[src/rtl/ps2_mouse_pkg.sv]
// Shared types and constants for the PS/2 mouse packet decoder.
// State encoding, status-byte bit indices, saturation limits.
package ps2_mouse_pkg;

  typedef enum logic [1:0] {
    WAIT_B0,
    WAIT_B1,
    WAIT_B2
  } state_t;

  localparam int BTN_L    = 0;
  localparam int BTN_R    = 1;
  localparam int BTN_M    = 2;
  localparam int SYNC_BIT = 3;
  localparam int X_SIGN   = 4;
  localparam int Y_SIGN   = 5;
  localparam int X_OVF    = 6;
  localparam int Y_OVF    = 7;

  localparam int PACKET_BYTES = 3;

  localparam logic [8:0] VEL_POS_MAX = 9'h0FF;
  localparam logic [8:0] VEL_NEG_MAX = 9'h100;

endpackage

[src/rtl/ps2_mouse_packet_decoder_axis.sv]
// ps2_axis_decode: combinational map of (sign, overflow, data) to a
// signed 9-bit velocity. Ports: sign, ovf, data[7:0] in; vel[8:0] out.
module ps2_axis_decode
  import ps2_mouse_pkg::*;
(
  input  logic       sign,
  input  logic       ovf,
  input  logic [7:0] data,
  output logic [8:0] vel
);

  // Overflow ignores the data byte and clamps to the signed 9-bit range.
  always_comb begin
    vel = {sign, data};
    if (ovf) begin
      vel = sign ? VEL_NEG_MAX : VEL_POS_MAX;
    end
  end

endmodule

[src/rtl/ps2_mouse_packet_decoder.sv]
// ps2_mouse_packet_decoder: assembles 3-byte PS/2 mouse packets into
// X/Y velocities, buttons and a packet strobe.
// Ports: clk_i, reset_i (async, high), rx_data_i[7:0], rx_done_tick_i in;
// x_velocity_o[8:0], y_velocity_o[8:0], buttons_o[2:0], packet_valid_o,
// sync_error_o, timeout_o out.
module ps2_mouse_packet_decoder
  import ps2_mouse_pkg::*;
#(
  parameter int TIMEOUT_CYCLES = 250_000
) (
  input  logic       clk_i,
  input  logic       reset_i,
  input  logic [7:0] rx_data_i,
  input  logic       rx_done_tick_i,
  output logic [8:0] x_velocity_o,
  output logic [8:0] y_velocity_o,
  output logic [2:0] buttons_o,
  output logic       packet_valid_o,
  output logic       sync_error_o,
  output logic       timeout_o
);

  localparam int CW = $clog2(TIMEOUT_CYCLES + 1);
  localparam logic [CW-1:0] CNT_LIMIT = CW'(TIMEOUT_CYCLES);

  state_t state_q, state_d;

  logic [CW-1:0] cnt_q, cnt_d;
  logic [CW-1:0] cnt_inc;
  logic          expire;

  // Status byte fields kept from byte 0 (sync bit is checked, not kept).
  logic [2:0] btn_q,  btn_d;
  logic [1:0] sign_q, sign_d;
  logic [1:0] ovf_q,  ovf_d;
  logic [7:0] xdat_q, xdat_d;

  logic       load;
  logic       pv_d, se_d, to_d;
  logic [8:0] x_vel, y_vel;

  ps2_axis_decode u_x (
    .sign (sign_q[0]),
    .ovf  (ovf_q[0]),
    .data (xdat_q),
    .vel  (x_vel)
  );

  // Byte 2 is decoded straight from the receiver on its tick.
  ps2_axis_decode u_y (
    .sign (sign_q[1]),
    .ovf  (ovf_q[1]),
    .data (rx_data_i),
    .vel  (y_vel)
  );

  assign cnt_inc = cnt_q + CW'(1);
  // Expiry means this idle cycle would bring the count to the limit.
  assign expire  = (cnt_inc == CNT_LIMIT);

  always_comb begin
    state_d = state_q;
    cnt_d   = cnt_q;
    btn_d   = btn_q;
    sign_d  = sign_q;
    ovf_d   = ovf_q;
    xdat_d  = xdat_q;
    load    = 1'b0;
    pv_d    = 1'b0;
    se_d    = 1'b0;
    to_d    = 1'b0;
    unique case (state_q)
      WAIT_B0: begin
        cnt_d = '0;
        if (rx_done_tick_i) begin
          if (rx_data_i[SYNC_BIT]) begin
            btn_d   = {rx_data_i[BTN_M],
                       rx_data_i[BTN_R],
                       rx_data_i[BTN_L]};
            sign_d  = {rx_data_i[Y_SIGN],
                       rx_data_i[X_SIGN]};
            ovf_d   = {rx_data_i[Y_OVF],
                       rx_data_i[X_OVF]};
            state_d = WAIT_B1;
          end else begin
            se_d = 1'b1;
          end
        end
      end
      WAIT_B1: begin
        if (rx_done_tick_i) begin
          xdat_d  = rx_data_i;
          cnt_d   = '0;
          state_d = WAIT_B2;
        end else if (expire) begin
          cnt_d   = '0;
          to_d    = 1'b1;
          state_d = WAIT_B0;
        end else begin
          cnt_d = cnt_inc;
        end
      end
      WAIT_B2: begin
        if (rx_done_tick_i) begin
          load    = 1'b1;
          pv_d    = 1'b1;
          cnt_d   = '0;
          state_d = WAIT_B0;
        end else if (expire) begin
          cnt_d   = '0;
          to_d    = 1'b1;
          state_d = WAIT_B0;
        end else begin
          cnt_d = cnt_inc;
        end
      end
      default: begin
        cnt_d   = '0;
        state_d = WAIT_B0;
      end
    endcase
  end

  always_ff @(posedge clk_i or posedge reset_i) begin
    if (reset_i) begin
      state_q <= WAIT_B0;
      cnt_q   <= '0;
      btn_q   <= '0;
      sign_q  <= '0;
      ovf_q   <= '0;
      xdat_q  <= '0;
    end else begin
      state_q <= state_d;
      cnt_q   <= cnt_d;
      btn_q   <= btn_d;
      sign_q  <= sign_d;
      ovf_q   <= ovf_d;
      xdat_q  <= xdat_d;
    end
  end

  always_ff @(posedge clk_i or posedge reset_i) begin
    if (reset_i) begin
      x_velocity_o   <= '0;
      y_velocity_o   <= '0;
      buttons_o      <= '0;
      packet_valid_o <= 1'b0;
      sync_error_o   <= 1'b0;
      timeout_o      <= 1'b0;
    end else begin
      packet_valid_o <= pv_d;
      sync_error_o   <= se_d;
      timeout_o      <= to_d;
      if (load) begin
        x_velocity_o <= x_vel;
        y_velocity_o <= y_vel;
        buttons_o    <= btn_q;
      end
    end
  end

endmodule

[config.mk]
export PLATFORM = sky130hd
export DESIGN_NAME = ps2_mouse_packet_decoder
export DESIGN_NICKNAME = d
export VERILOG_FILES = /design/src/rtl/ps2_mouse_pkg.sv /design/src/rtl/ps2_mouse_packet_decoder_axis.sv /design/src/rtl/ps2_mouse_packet_decoder.sv
export SDC_FILE = /design/constraint.sdc
export NUM_CORES = 1
export LEC_CHECK = 0
export BUFFER_PORTS_ARGS = -buffer_cell sky130_fd_sc_hd__buf_2
export CAP_MARGIN = 20
export CELL_PAD_IN_SITES_DETAIL_PLACEMENT = 0
export CELL_PAD_IN_SITES_GLOBAL_PLACEMENT = 1
export CORE_MARGIN = 8
export CORE_UTILIZATION = 45
export CTS_CLUSTER_SIZE = 28
export DETAILED_ROUTE_END_ITERATION = 7
export PLACE_DENSITY_LB_ADDON = 0.05
export SLEW_MARGIN = 20
export SYNTH_ARGS = -nofsm -noshare
export SYNTH_HDL_FRONTEND = slang
export SYNTH_SLANG_ARGS = --single-unit
[constraint.sdc]
create_clock -name clk_i -period 2.2 [get_ports clk_i]
set_input_delay 0.55 -clock clk_i [delete_from_list [all_inputs] [get_ports clk_i]]
set_output_delay 0.55 -clock clk_i [all_outputs]
set_load 0.01 [all_outputs]
# After elaboration in Yosys (flattened, before gate mapping)
# Cells that the tools add are included.
# totals
reg_bits	59
elab_cells	44
inputBits	11
output_inout_bits	24
# op_classes
mux	21
n_reduce_logical	5
addsub	1
n_eq_ne	5
# op_table
op	count
$mux 18	3
$mux 9	4
$add 18x1->18 const B	1
$eq 18x18->1 const B	1
$mux 2	5
$mux 1	8
$pmux 2 s3	1
$ne 2x2->1 const B	2
$reduce_and 2->1	2
$reduce_and 3->1	1
$eq 2x1->1 const B	1
$eq 2x2->1 const B	1
$logic_not 2->1	1
$reduce_or 2->1	1

# Depth between registers and ports, before layout
# logic_depth
word_depth	5
mapped_depth	8
ltp_nobuf	8

# Hierarchy
# A second synthesis with hierarchy kept.
# hier_totals
cells_unflattened	267
area_unflattened_um2	2897.8
# modules_own_cells
module	cells_each	seq_area_each_um2	instances	area_per_inst_um2
ps2_mouse_packet_decoder	231	1476.4	1	2725.1
ps2_axis_decode	18	0.0	2	86.3

# Worst setup path after synthesis
# Ideal clock, no wire load.
# synth_timing
path_type	register to register
startpoint	reg cnt_q[0]
endpoint	reg cnt_q[0]
period_less_slack_ns	1.975
slack_ns	0.225
setup_ns	0.133
path_buffers	1
t_required_ns	2.067
path_stages_with_launch	9
t_arrival_ns	1.842
path_cell_list	dfrtp_1 > ha_1 > nand3_4 > nor3_1 > and3_1 > o21ai_2 > nor3_2 > buf_4 > a211oi_1
# synth_via
elab_chain_len	5
# synth_rtl
item	line_no	text
from (decl)	ps2_mouse_packet_decoder.sv:28	logic [CW-1:0] cnt_q, cnt_d;
from (signal assigned)	ps2_mouse_packet_decoder.sv:134	cnt_q <= cnt_d;
$add 18x1->18 *	ps2_mouse_packet_decoder.sv:57	assign cnt_inc = cnt_q + CW'(1);
$eq 18x18->1	ps2_mouse_packet_decoder.sv:59	assign expire = (cnt_inc == CNT_LIMIT);
$mux 18 *	ps2_mouse_packet_decoder.sv:95, ps2_mouse_packet_decoder.sv:109	
$mux 18 *	ps2_mouse_packet_decoder.sv:104	if (rx_done_tick_i) begin
$mux 18 *	-	
named net cnt_d[0]	ps2_mouse_packet_decoder.sv:28	
# The timed path passes the listed nets; every way through them passes the cells marked *.
# A chain may end at the register's enable or synchronous reset.

# Worst setup path in the final report
# Ends and elaborated chain as after synthesis.

==> key figures <==
Clocking
  – Clk Latency, worst-skew pair: 0.34 ns
  – CTS Root Cell: clkbuf_8
  – CTS Hold Bufs: 0
  – Clk slew on worst S/H paths: roughly 0.06 ns
  – H-tree depth: 3
  – CTS tree: yes
  – CTS Buf Count: 9
  – Clk buf depth: 2
  – # clock sinks: 59

Detailed routing
  – DRC: 0
  – DR WL/cell: 15.3 um
  – Max Used Layer: met4
  – Vias per inst: 5.22
  – Met3 WL post-DR: between 300 and 400 um
  – Final wirelength: ~6.1 mm
  – DRT antenna net count: 0
  – Vias: ~2,100
  – Initial DRC count: around 40
  – Metal-1 WL: 2.68 mm
  – DR pass1 iterations: 4
  – Metal2 WL: 3.08 mm

Setup path
  – Crit end category: register
  – Flop2flop setup slack: between 0.1 and 0.15 ns
  – Crit-path max FO: 11
  – CP cell instances: ha_2, nand3_4, nor4b_4, xor2_1, o31ai_2, nor3_2, buf_4, a211oi_1
  – Slowest cell on crit path: dfrtp_2
  – Req. time, crit path: approximately 2.4 ns
  – Crit Path Class: register to register
  – RR Endpoint: cnt_q[0]
  – Crit. Startpoint: cnt_q[0]
  – R2R cell count: 8
  – CP Launch Type: register
  – Crit path DAT: about 2.3 ns
  – Crit path largest cell delay: between 0.4 and 0.5 ns
  – FF-to-FF Start: cnt_q[0]

STA
  – Final setup viols: 0
  – RSZ-0062 raised after global routing: no
  – Final WS setup: between 0.1 and 0.15 ns
  – Post-route clock period utilization: 95.2%
  – Least-Margin Pin Slew: between 0.6 and 0.7 ns
  – Fmax: between 400 and 500 MHz
  – Fin crit period: between 2 and 2.5 ns
  – Setup TNS: 0 ns
  – Final hold vios: 0
  – Final Skew: roughly 0.013 ns
  – Pins Over Slew Limit: 0
  – Slew HR: between 50% and 60%

Synth
  – Ys Warns: 0
  – #FFs+latches synth: a little under 60
  – Post-synthesis xor/xnor area fraction: between 5 and 6%
  – Synth Area in Compound Gates: roughly 13%
  – Synth Area in Adders: 2.21%
  – Post-Syn Area: between 0.002 and 0.003 mm^2
  – Mux share of post-synthesis cell area: around 7.6%
  – Avg Cell Area, Syn: 10.6 um^2
  – Post-synth ARST share: between 90% and 100%
  – Syn nets: ~280
  – Largest family of logic cells by synthesized area: simple AND/OR/NAND/NOR gates
  – Sequential area share after synthesis: a little over half
  – Post-synthesis cell count: 266
  – Post-Synth Simple-Gate Area: about 17%
  – Main synth FF type: dfrtp_1
  – Number of library cell types mapped by synthesis: 43
  – Post-synth EDFFs: 0

Floorplan
  – DIE HEIGHT: between 90 and 100 um
  – Die area: 0.00909 mm^2
  – Initial core utilization: a little under half
  – DIE WIDTH: 95.3 um
  – # rows: 29
  – Ports: 35
  – Core area: a little over 0.006 mm^2

Global routing
  – Initial antenna violation count: 0
  – First-pass GRT wire length: around 10 mm
  – Vias in the first global route: just over 2,000
  – Largest net degree at the start of global routing: 60
  – Total grt overflow: 0
  – Global-route usage over all layers: approximately 15%

Placement
  – RD Place Congestion: 0.784
  – Buffers on Ports: 34
  – Setup Slack @ Placement: 0.0680 ns
  – DP Wirelength: 4.31 mm

Layout
  – Antenna diodes: 0
  – Layout cells sized above 1: between 30% and 40%
  – Area growth syn-to-layout: 21.9%
  – FILL cells: 555
  – Register area: between 0.001 and 0.0015 mm^2
  – Multi-input gate area: 0.00129 mm^2
  – Nets: 334

Flow run
  – Max Cap Viol: 0

Power and ir drop
  – Peak supply drop: about 0.5 mV
  – Overall power: 3.93 mW
  – LEAKAGE: 1.57 nW
  – Power Dens Cells: around 1100 mW/mm^2

Status
  – Status: completed

Hold path
  – Hold Crit Class: input pin to async pin
## stage by stage
step	utilization, %	hold WS (ns)	area, um^2	instances
floorplan	-	0.447	2830	266
global placement	51.4	0.456	3190	383
detailed placement	51.4	0.465	3190	383
CTS	55.3	0.266	3430	399
global route	55.6	0.288	3450	400
finish	55.6	0.254	3450	400
## final cells by class
| class | count | share of cell area [%] |
|---|---|---|
| tap | 77 | 2.79 |
| clock buffer | 11 | 4.10 |
| inverter | 8 | 0.870 |
| sequential | 59 | 42.8 |
| multi-input combinational | 190 | 37.4 |
| timing repair buffer | 50 | 9.13 |
| clock inverter | 5 | 2.90 |
## per-layer routing
| metal | GRT usage (%) | up-vias |
|---|---|---|
| li1 | - | 1047 |
| met1 | 17.6 | 986 |
| met2 | 23.6 | 43 |
| met3 | 3.94 | 11 |
| met4 | 6.24 | 0 |
| met5 | 0 | - |
## worst max-delay path, delay by kind of cell, from the launching register on
kind,cells,cell delay [ns]
AND/OR/NAND/NOR,3,0.60
XOR/XNOR,1,0.24
buffers and inverters,1,0.21
flip-flops,1,0.42
adder cells (fa/ha/maj),1,0.25
AO/OA/AOI/OAI,2,0.22
## how the worst max path moves through the flow
stage	endpoint	slack (ns)	depth (start not counted)
floorplan	btn_q[0]	0.19	1
global route	cnt_q[0]	0.007	8
CTS	cnt_q[16]	0.05	8
finish	cnt_q[0]	0.10	8
detailed placement	cnt_q[12]	0.07	8
global placement	cnt_q[7]	0.14	8
## cell usage in the layout (no fill, tap or decap), types with 2 or more instances in the layout
| master | n |
|---|---|
| xor2_1 | 9 |
| o21ai_0 | 19 |
| a211oi_1 | 4 |
| a211o_1 | 2 |
| buf_12 | 2 |
| nor4_1 | 4 |
| nand4_1 | 2 |
| nor3_1 | 5 |
| buf_2 | 34 |
| nand2_1 | 31 |
| nor3b_1 | 3 |
| bufinv_16 | 3 |
| and3_1 | 3 |
| nor2_1 | 16 |
| ha_1 | 4 |
| buf_4 | 14 |
| nor3_2 | 2 |
| clkinv_2 | 2 |
| clkinv_1 | 2 |
| mux2_2 | 19 |
| nor2b_1 | 2 |
| nand3_1 | 8 |
| dfrtp_1 | 58 |
| and4_1 | 2 |
| clkbuf_8 | 10 |
| xnor2_1 | 9 |
| a21oi_1 | 26 |
| inv_1 | 5 |
## sequential cells by signal (all words and copies together) (netlist names)
| register | cells |
|---|---|
| xdat_q | 8 |
| ovf_q | 2 |
| x_velocity_o | 9 |
| y_velocity_o | 9 |
| packet_valid_o | 1 |
| state_q | 2 |
| buttons_o | 3 |
| sign_q | 2 |
| btn_q | 3 |
| sync_error_o | 1 |
| cnt_q | 18 |
| timeout_o | 1 |
## logic make-up (layout without fill, tap and decap cells)
logic type / count (synthesis) / after routing
compound gates: 60 / 60
xor+xnor: 18 / 18
fa+ha+maj: 5 / 5
buf+inv: 17 / 74
flops: 59 / 59
mux: 19 / 19
simple gates: 88 / 88
## Yosys cell counts, drive strengths merged, types with 3 or more instances
| library cell | number | area share [%] |
|---|---|---|
| a211oi | 5 | 1.5 |
| a21oi | 27 | 4.8 |
| and3 | 3 | 0.66 |
| clkbuf | 7 | 0.93 |
| dfrtp | 59 | 52 |
| ha | 5 | 2.2 |
| inv | 6 | 0.80 |
| mux2 | 19 | 7.6 |
| nand2 | 31 | 4.1 |
| nand3 | 10 | 2.4 |
| nand4 | 3 | 0.88 |
| nor2 | 17 | 2.5 |
| nor3 | 7 | 1.6 |
| nor3b | 3 | 0.80 |
| nor4 | 5 | 1.3 |
| o21ai | 20 | 3.7 |
| xnor2 | 9 | 2.8 |
| xor2 | 9 | 2.8 |
## where the power goes
group | internal, mW | leakage (nW) | switching, mW
sequential | 1.43 | 0.761 | 0.179
combinational | 0.502 | 0.683 | 0.625
clock | 0.780 | 0.123 | 0.422
total | 2.71 | 1.57 | 1.23
## timing repair
item / CTS / global route
endpoints found under the setup margin: 0 / 11
setup buffers: 0 / 1
gates resized for setup: 0 / 4
(Power assumes the default switching activity.)
